[src/rtl/riscv_pkg.sv]
// Shared RV32I decode/ALU types: operation encodings, opcodes, operand selects
// and the control bundle handed from decode to EX.
package riscv_pkg;

    localparam int unsigned XLEN  = 32;
    localparam int unsigned REG_W = 5;

    typedef enum logic [3:0] {
        ALU_ADD = 4'd0, ALU_SUB = 4'd1, ALU_XOR = 4'd2, ALU_OR  = 4'd3, ALU_AND = 4'd4,
        ALU_SLL = 4'd5, ALU_SRL = 4'd6, ALU_SRA = 4'd7, ALU_NOP = 4'd8
    } alu_op_t;

    typedef enum logic [2:0] {
        CMP_EQ = 3'd0, CMP_NEQ = 3'd1, CMP_LT = 3'd2, CMP_GE = 3'd3, CMP_LTU = 3'd4, CMP_GEU = 3'd5
    } cmp_op_t;

    typedef enum logic [1:0] {SRC_A_RS1 = 2'd0, SRC_A_PC = 2'd1, SRC_A_ZERO = 2'd2} src_a_t;
    typedef enum logic [1:0] {SRC_B_RS2 = 2'd0, SRC_B_IMM = 2'd1, SRC_B_FOUR = 2'd2} src_b_t;

    typedef enum logic [2:0] {
        FMT_NONE = 3'd0, FMT_I = 3'd1, FMT_S = 3'd2, FMT_B = 3'd3, FMT_U = 3'd4, FMT_J = 3'd5
    } imm_fmt_t;

    localparam logic [6:0] OPC_OP     = 7'b0110011;
    localparam logic [6:0] OPC_OP_IMM = 7'b0010011;
    localparam logic [6:0] OPC_LUI    = 7'b0110111;
    localparam logic [6:0] OPC_AUIPC  = 7'b0010111;
    localparam logic [6:0] OPC_JAL    = 7'b1101111;
    localparam logic [6:0] OPC_JALR   = 7'b1100111;
    localparam logic [6:0] OPC_BRANCH = 7'b1100011;
    localparam logic [6:0] OPC_LOAD   = 7'b0000011;
    localparam logic [6:0] OPC_STORE  = 7'b0100011;

    typedef struct packed {
        logic [XLEN-1:0]  pc;
        alu_op_t          alu_ctrl;
        cmp_op_t          cmp_ctrl;
        src_a_t           src_a_sel;
        src_b_t           src_b_sel;
        logic [REG_W-1:0] rs1;
        logic [REG_W-1:0] rs2;
        logic [REG_W-1:0] rd;
        logic [XLEN-1:0]  imm;
        logic             reg_we;
        logic             cmp_to_rd;
        logic             mem_re;
        logic             mem_we;
        logic [2:0]       mem_funct3;
        logic             is_branch;
        logic             is_jal;
        logic             is_jalr;
        logic             illegal;
    } decode_bundle_t;

    typedef struct packed {
        alu_op_t alu;
        cmp_op_t cmp;
        logic    cmp_to_rd;
    } arith_t;

    // funct3 map shared by OP and OP-IMM; alt selects SUB/SRA
    function automatic arith_t arith_map(input logic [2:0] funct3, input logic alt);
        arith_t r;
        r.alu       = ALU_NOP;
        r.cmp       = CMP_EQ;
        r.cmp_to_rd = 1'b0;
        case (funct3)
            3'b000:  r.alu = alt ? ALU_SUB : ALU_ADD;
            3'b001:  r.alu = ALU_SLL;
            3'b010:  begin r.cmp = CMP_LT;  r.cmp_to_rd = 1'b1; end
            3'b011:  begin r.cmp = CMP_LTU; r.cmp_to_rd = 1'b1; end
            3'b100:  r.alu = ALU_XOR;
            3'b101:  r.alu = alt ? ALU_SRA : ALU_SRL;
            3'b110:  r.alu = ALU_OR;
            default: r.alu = ALU_AND;
        endcase
        return r;
    endfunction

    function automatic decode_bundle_t reset_bundle();
        decode_bundle_t b;
        b          = '0;
        b.alu_ctrl = ALU_NOP;
        b.cmp_ctrl = CMP_EQ;
        return b;
    endfunction

endpackage

[src/rtl/imm_gen.sv]
// Immediate generator: classifies the instruction format from the opcode and
// builds the sign-extended immediate for it.
module imm_gen
    import riscv_pkg::*;
(
    input  logic [31:0]     instr,
    output logic [2:0]      fmt_c,
    output logic [XLEN-1:0] imm_c
);

    imm_fmt_t fmt_sel;

    always_comb begin
        fmt_sel = FMT_NONE;
        case (instr[6:0])
            OPC_OP_IMM, OPC_JALR, OPC_LOAD: fmt_sel = FMT_I;
            OPC_STORE:                      fmt_sel = FMT_S;
            OPC_BRANCH:                     fmt_sel = FMT_B;
            OPC_LUI, OPC_AUIPC:             fmt_sel = FMT_U;
            OPC_JAL:                        fmt_sel = FMT_J;
            default:                        fmt_sel = FMT_NONE;
        endcase
    end

    always_comb begin
        imm_c = '0;
        case (fmt_sel)
            FMT_I:   imm_c = {{20{instr[31]}}, instr[31:20]};
            FMT_S:   imm_c = {{20{instr[31]}}, instr[31:25], instr[11:7]};
            FMT_B:   imm_c = {{19{instr[31]}}, instr[31], instr[7], instr[30:25], instr[11:8], 1'b0};
            FMT_U:   imm_c = {instr[31:12], 12'b0};
            FMT_J:   imm_c = {{11{instr[31]}}, instr[31], instr[19:12], instr[20], instr[30:21], 1'b0};
            default: imm_c = '0;
        endcase
    end

    assign fmt_c = fmt_sel;

endmodule

[src/rtl/decode_stage.sv]
// RV32I decode stage: decodes {instr, pc} into the EX control bundle and holds
// it in a single-entry pipeline register with stall and flush.
module decode_stage
    import riscv_pkg::*;
(
    input  logic            clk,
    input  logic            rstn,
    input  logic            flush,
    input  logic            in_valid,
    output logic            in_ready,
    input  logic [31:0]     in_instr,
    input  logic [XLEN-1:0] in_pc,
    output logic            out_valid,
    input  logic            out_ready,
    output logic [XLEN-1:0] out_pc,
    output logic [3:0]      out_alu_ctrl,
    output logic [2:0]      out_cmp_ctrl,
    output logic [1:0]      out_src_a_sel,
    output logic [1:0]      out_src_b_sel,
    output logic [4:0]      out_rs1,
    output logic [4:0]      out_rs2,
    output logic [4:0]      out_rd,
    output logic [XLEN-1:0] out_imm,
    output logic            out_reg_we,
    output logic            out_cmp_to_rd,
    output logic            out_mem_re,
    output logic            out_mem_we,
    output logic [2:0]      out_mem_funct3,
    output logic            out_is_branch,
    output logic            out_is_jal,
    output logic            out_is_jalr,
    output logic            out_illegal
);

    logic [6:0]      opcode;
    logic [2:0]      funct3;
    logic [6:0]      funct7;
    logic [2:0]      imm_fmt;
    logic [XLEN-1:0] imm_val;
    arith_t          ar;
    logic            alt, legal, uses_rs1, uses_rs2, writes_rd;
    decode_bundle_t  dec;
    decode_bundle_t  bundle_q;
    logic            valid_q;
    logic            accept;

    assign opcode = in_instr[6:0];
    assign funct3 = in_instr[14:12];
    assign funct7 = in_instr[31:25];

    imm_gen u_imm_gen (
        .instr (in_instr),
        .fmt_c (imm_fmt),
        .imm_c (imm_val)
    );

    always_comb begin
        dec           = '0;
        dec.pc        = in_pc;
        dec.alu_ctrl  = ALU_NOP;
        dec.cmp_ctrl  = CMP_EQ;
        legal         = 1'b1;
        uses_rs1      = 1'b0;
        uses_rs2      = 1'b0;
        writes_rd     = 1'b0;
        alt           = (opcode == OPC_OP && funct7[5]) ||
                        (opcode == OPC_OP_IMM && funct3 == 3'b101 && funct7[5]);
        ar            = arith_map(funct3, alt);
        case (opcode)
            OPC_OP: begin
                legal = (funct7 == 7'h00) ||
                        (funct7 == 7'h20 && (funct3 == 3'b000 || funct3 == 3'b101));
                {uses_rs1, uses_rs2, writes_rd} = 3'b111;
                dec.alu_ctrl  = ar.alu;
                dec.cmp_ctrl  = ar.cmp;
                dec.cmp_to_rd = ar.cmp_to_rd;
            end
            OPC_OP_IMM: begin
                // shift-immediates carry funct7 in imm[11:5]
                if (funct3 == 3'b001)
                    legal = (funct7 == 7'h00);
                else if (funct3 == 3'b101)
                    legal = (funct7 == 7'h00) || (funct7 == 7'h20);
                {uses_rs1, writes_rd} = 2'b11;
                dec.alu_ctrl  = ar.alu;
                dec.cmp_ctrl  = ar.cmp;
                dec.cmp_to_rd = ar.cmp_to_rd;
                dec.src_b_sel = SRC_B_IMM;
            end
            OPC_LUI, OPC_AUIPC: begin
                writes_rd     = 1'b1;
                dec.alu_ctrl  = ALU_ADD;
                dec.src_a_sel = (opcode == OPC_LUI) ? SRC_A_ZERO : SRC_A_PC;
                dec.src_b_sel = SRC_B_IMM;
            end
            OPC_JAL, OPC_JALR: begin
                legal         = (opcode == OPC_JAL) || (funct3 == 3'b000);
                uses_rs1      = (opcode == OPC_JALR);
                writes_rd     = 1'b1;
                dec.alu_ctrl  = ALU_ADD;
                dec.src_a_sel = SRC_A_PC;
                dec.src_b_sel = SRC_B_FOUR;
                dec.is_jal    = (opcode == OPC_JAL);
                dec.is_jalr   = (opcode == OPC_JALR);
            end
            OPC_BRANCH: begin
                case (funct3)
                    3'b000:  dec.cmp_ctrl = CMP_EQ;
                    3'b001:  dec.cmp_ctrl = CMP_NEQ;
                    3'b100:  dec.cmp_ctrl = CMP_LT;
                    3'b101:  dec.cmp_ctrl = CMP_GE;
                    3'b110:  dec.cmp_ctrl = CMP_LTU;
                    3'b111:  dec.cmp_ctrl = CMP_GEU;
                    default: legal = 1'b0;
                endcase
                {uses_rs1, uses_rs2} = 2'b11;
                dec.alu_ctrl  = ALU_ADD;
                dec.src_a_sel = SRC_A_PC;
                dec.src_b_sel = SRC_B_IMM;
                dec.is_branch = 1'b1;
            end
            OPC_LOAD, OPC_STORE: begin
                if (opcode == OPC_LOAD)
                    legal = (funct3 != 3'b011) && (funct3 != 3'b110) && (funct3 != 3'b111);
                else
                    legal = (funct3 == 3'b000) || (funct3 == 3'b001) || (funct3 == 3'b010);
                uses_rs1       = 1'b1;
                uses_rs2       = (opcode == OPC_STORE);
                writes_rd      = (opcode == OPC_LOAD);
                dec.alu_ctrl   = ALU_ADD;
                dec.src_b_sel  = SRC_B_IMM;
                dec.mem_re     = (opcode == OPC_LOAD);
                dec.mem_we     = (opcode == OPC_STORE);
                dec.mem_funct3 = funct3;
            end
            default: legal = 1'b0;
        endcase
        if (in_instr[1:0] != 2'b11)
            legal = 1'b0;
        dec.imm    = (imm_fmt_t'(imm_fmt) == FMT_NONE) ? '0 : imm_val;
        dec.rs1    = uses_rs1  ? in_instr[19:15] : 5'd0;
        dec.rs2    = uses_rs2  ? in_instr[24:20] : 5'd0;
        dec.rd     = writes_rd ? in_instr[11:7]  : 5'd0;
        dec.reg_we = writes_rd && (in_instr[11:7] != 5'd0);
        // illegal encodings still flow downstream, but with every side effect off
        if (!legal) begin
            dec         = reset_bundle();
            dec.pc      = in_pc;
            dec.illegal = 1'b1;
        end
    end

    assign in_ready = !valid_q || out_ready;
    assign accept   = in_valid && in_ready;

    // flush outranks accept; a drained register with no new accept goes empty
    always_ff @(posedge clk or negedge rstn) begin
        if (!rstn) begin
            valid_q  <= 1'b0;
            bundle_q <= reset_bundle();
        end else if (flush) begin
            valid_q  <= 1'b0;
        end else if (accept) begin
            valid_q  <= 1'b1;
            bundle_q <= dec;
        end else if (out_ready) begin
            valid_q  <= 1'b0;
        end
    end

    assign out_valid      = valid_q;
    assign out_pc         = bundle_q.pc;
    assign out_alu_ctrl   = bundle_q.alu_ctrl;
    assign out_cmp_ctrl   = bundle_q.cmp_ctrl;
    assign out_src_a_sel  = bundle_q.src_a_sel;
    assign out_src_b_sel  = bundle_q.src_b_sel;
    assign out_rs1        = bundle_q.rs1;
    assign out_rs2        = bundle_q.rs2;
    assign out_rd         = bundle_q.rd;
    assign out_imm        = bundle_q.imm;
    assign out_reg_we     = bundle_q.reg_we;
    assign out_cmp_to_rd  = bundle_q.cmp_to_rd;
    assign out_mem_re     = bundle_q.mem_re;
    assign out_mem_we     = bundle_q.mem_we;
    assign out_mem_funct3 = bundle_q.mem_funct3;
    assign out_is_branch  = bundle_q.is_branch;
    assign out_is_jal     = bundle_q.is_jal;
    assign out_is_jalr    = bundle_q.is_jalr;
    assign out_illegal    = bundle_q.illegal;

endmodule

[config.mk]
export PLATFORM = sky130hd
export DESIGN_NAME = decode_stage
export DESIGN_NICKNAME = d
export VERILOG_FILES = /design/src/rtl/riscv_pkg.sv /design/src/rtl/imm_gen.sv /design/src/rtl/decode_stage.sv
export SDC_FILE = /design/constraint.sdc
export NUM_CORES = 1
export LEC_CHECK = 0
export ABC_CLOCK_PERIOD_IN_PS = 1800
export CELL_PAD_IN_SITES_DETAIL_PLACEMENT = 1
export CELL_PAD_IN_SITES_GLOBAL_PLACEMENT = 1
export CORE_MARGIN = 4
export CORE_UTILIZATION = 33
export DETAILED_ROUTE_END_ITERATION = 7
export GPL_ROUTABILITY_DRIVEN = 1
export GPL_TIMING_DRIVEN = 0
export HOLD_SLACK_MARGIN = 0.05
export PLACE_DENSITY = 0.88
export SYNTH_ARGS = -nofsm -noshare
export SYNTH_HDL_FRONTEND = slang
export SYNTH_SLANG_ARGS = --single-unit
[constraint.sdc]
create_clock -name clk -period 1.8 [get_ports clk]
set_input_delay 0.18 -clock clk [delete_from_list [all_inputs] [get_ports clk]]
set_output_delay 0.18 -clock clk [all_outputs]
set_load 0.02 [all_outputs]
==> results.cfg <==
[logic_synthesis]
ys_top_cells_by_area = dfrtp_1 56%, nand2_1 11%, a32o_1 5.8%
syn_inst = 443
synthesis.area_sq_mm = 0.00451
ys_seq_area_share_pct = 56.6
synth_area_per_cell_sq_um = 10.2
ys_top_cells_by_count = 130 x nand2_1, 101 x dfrtp_1, 28 x a22o_1, 26 x a32o_1, 24 x clkbuf_1
synth_cell_types = 49
synthArstFlopShare_pct = 100
synth_top_area_share_pct = 56.0
synth_most_common_cell = nand2_1
synthFlopType = dfrtp_1
yosys_warnings = 0
ys_ff_latch = 102
syn_nets = 512
yosysTopAreaCell = dfrtp_1
synth_edf_count = 0

[drt]
drc = 0
drt_iter0_drc = 229
routed_wl_um = 17600
via_per_inst = 5.39
wire_per_inst_um = 21.2
via_count = 4487
drt_first_pass_iters = 4
ant_nets = 0

[worst_setup_path]
r2r-start = out_valid
cp-start-kind = input port
crit_type = input port to register
end_kind = register
crit_start = in_instr[4]
cp.required_ns = 2.04
path_max_fanout = 5
cp.arrival_ns = 2.09

[floorplan]
design.die.area_sq_mm = 0.0156
die_x_um = 125
row_count = 42
coreArea_sq_mm = 0.0133
start_util_pct = 34.0
ioPinCount = 172
die_y_um = 125

[outcome]
violations = setup timing
status = complete, but fails checks

[power_and_ir_drop]
p_leak_uw = 0.00334
ir_drop_mv = 0.440
powerDensity_mw_per_mm2 = 782
finalPower_uw = 5710

[sta]
max_freq_mhz = 541
post-route-period-util_pct = 103
skew_ns = 0.00511
finalHoldViolCount = 0
setup_viol = 1
hold_ws_ns = 0.131
tightestPinTransition_ns = 0.852
grt_setup_unrepaired = true
fin_ws_ns = -0.0470
drv_slew = 0
min_period_ns = 1.85
relSlewSlack_pct = 43.0

[job]
cap_violations = 0

[clock_tree]
root_buffer = clkbuf_16
clock_latency_ns = 0.35
cts_max_level = 3
clk_pin_slew_ns = 0.07
numCtsBuffers = 9
clkSinkCount = 102
clockBufferDepth = 2
tritoncts = yes

[cells_and_area]
postLayoutCellArea_sq_mm = 0.00730
drive_gt1_share_pct = 17.5
num_antenna_cells = 0
area_growth_pct = 61.7
nets = 720

[global_routing]
grt_usage_pct = 21.5
overflow = 0
antenna_found_initial = 0
grt_pass1_wl_um = 26800
grt_util_met2_pct = 37.1
top_usage_layer = met2
use_met3_pct = 6.95
grt_pass1_vias = 4854
grt_max_degree = 60
use_met1_pct = 24.9

[placement]
post_dp_cell_area_sq_mm = 0.00649
place_congestion = 0.869
numPortBuffers = 170
dp_hpwl_um = 12300

[hold_path]
hp-start = in_instr[29]
hp-class = input port to register
## metal layers
| metal | wire length (um) | vias to the layer above | share of wire [%] |
|---|---|---|---|
| met3 | 1410 | 40 | 8.0 |
| li1 | - | 2002 | - |
| met2 | 8910 | 203 | 51 |
| met5 | 0 | - | 0 |
| met4 | 439 | 0 | 2.5 |
| met1 | 6880 | 2242 | 39 |
## logic make-up (layout without fill, tap and decap cells)
kind of cell / count (synthesis) / after routing / share of synthesized area [%]
AO/OA/AOI/OAI: 117 / 117 / 20.7
multiplexers: 2 / 2 / 0.471
AND/OR/NAND/NOR: 185 / 185 / 18.3
buffers and inverters: 37 / 250 / 3.96
flip-flops: 102 / 102 / 56.6
## sequential cells by signal, summed over array words and instances (netlist names)
name            count
out_imm            32
out_pc             32
out_rd              5
out_rs1             5
out_rs2             5
out_alu_ctrl        4
out_cmp_ctrl        3
out_mem_funct3      3
out_src_a_sel       2
out_src_b_sel       2
out_cmp_to_rd       1
out_illegal         1
out_is_branch       1
out_is_jal          1
out_is_jalr         1
out_mem_re          1
out_mem_we          1
out_reg_we          1
out_valid           1
## worst max-delay path, stage by stage
cell      delay, ns
buf_12         0.10
nand4b_4       0.17
or3_4          0.35
or4_4          0.52
buf_6          0.14
and4_4         0.17
buf_2          0.17
o31ai_1        0.29
## per-stage QoR
step	setup TNS (ns)	cells	worst slack, ns	util (%)
after floorplan	-1.40	443	-0.0716	-
after global placement	-395.45	789	-3.18	48.6
after detailed placement	-82.84	790	-1.07	48.8
after CTS	-0.667	823	-0.0504	53.7
after global routing	-1.70	832	-0.0868	54.9
final	-0.0470	832	-0.0470	54.9
## layout make-up
class	instances	area, sq um
Buffer	32	244
Clock buffer	10	239
Clock inverter	6	109
Fill cell	1464	5990
Inverter	3	15.0
Multi-Input combinational cell	304	1950
Sequential cell	102	2550
Tap cell	176	220
Timing Repair Buffer	199	1970
## report_power, final
| group | internal, uW | switching (uW) | leakage (uW) | total, uW |
|---|---|---|---|---|
| clock network | 1390 | 851 | 0.000172 | 2250 |
| logic | 458 | 546 | 0.00180 | 1000 |
| registers | 2400 | 61.6 | 0.00136 | 2460 |
## cell usage in the layout (no fill, tap or decap), drive strengths merged, types with 5 or more instances in the layout
cell           instances
a21o                  14
a21oi                 15
a22o                  28
a32o                  26
buf                   45
clkbuf                38
clkdlybuf4s50        155
dfrtp                101
nand2                130
nor2                  20
nor2b                  5
nor3                   7
o21ai                  7
o31ai                 14
## final timing paths
kind	to	depth (start not counted)	slack (ns)
min in group asynchronous	out_valid	2	0.38
max reg2reg	out_imm[26]	8	0.07
max in group asynchronous	out_alu_ctrl[3]	3	0.67
min	out_imm[9]	2	0.13
max	out_imm[13]	8	-0.05
min reg2reg	out_pc[26]	2	0.48
## what timing repair did
item / in CTS / in global routing
hold endpoints to repair: 43 / 0
pin swaps: 15 / 13
hold buffers: 1 / 0
gates resized for setup: 79 / 53
endpoints found under the setup margin: 101 / 100
cloned: 3 / 0
setup buffers: 15 / 9
Power figures use the tool's default switching activity.
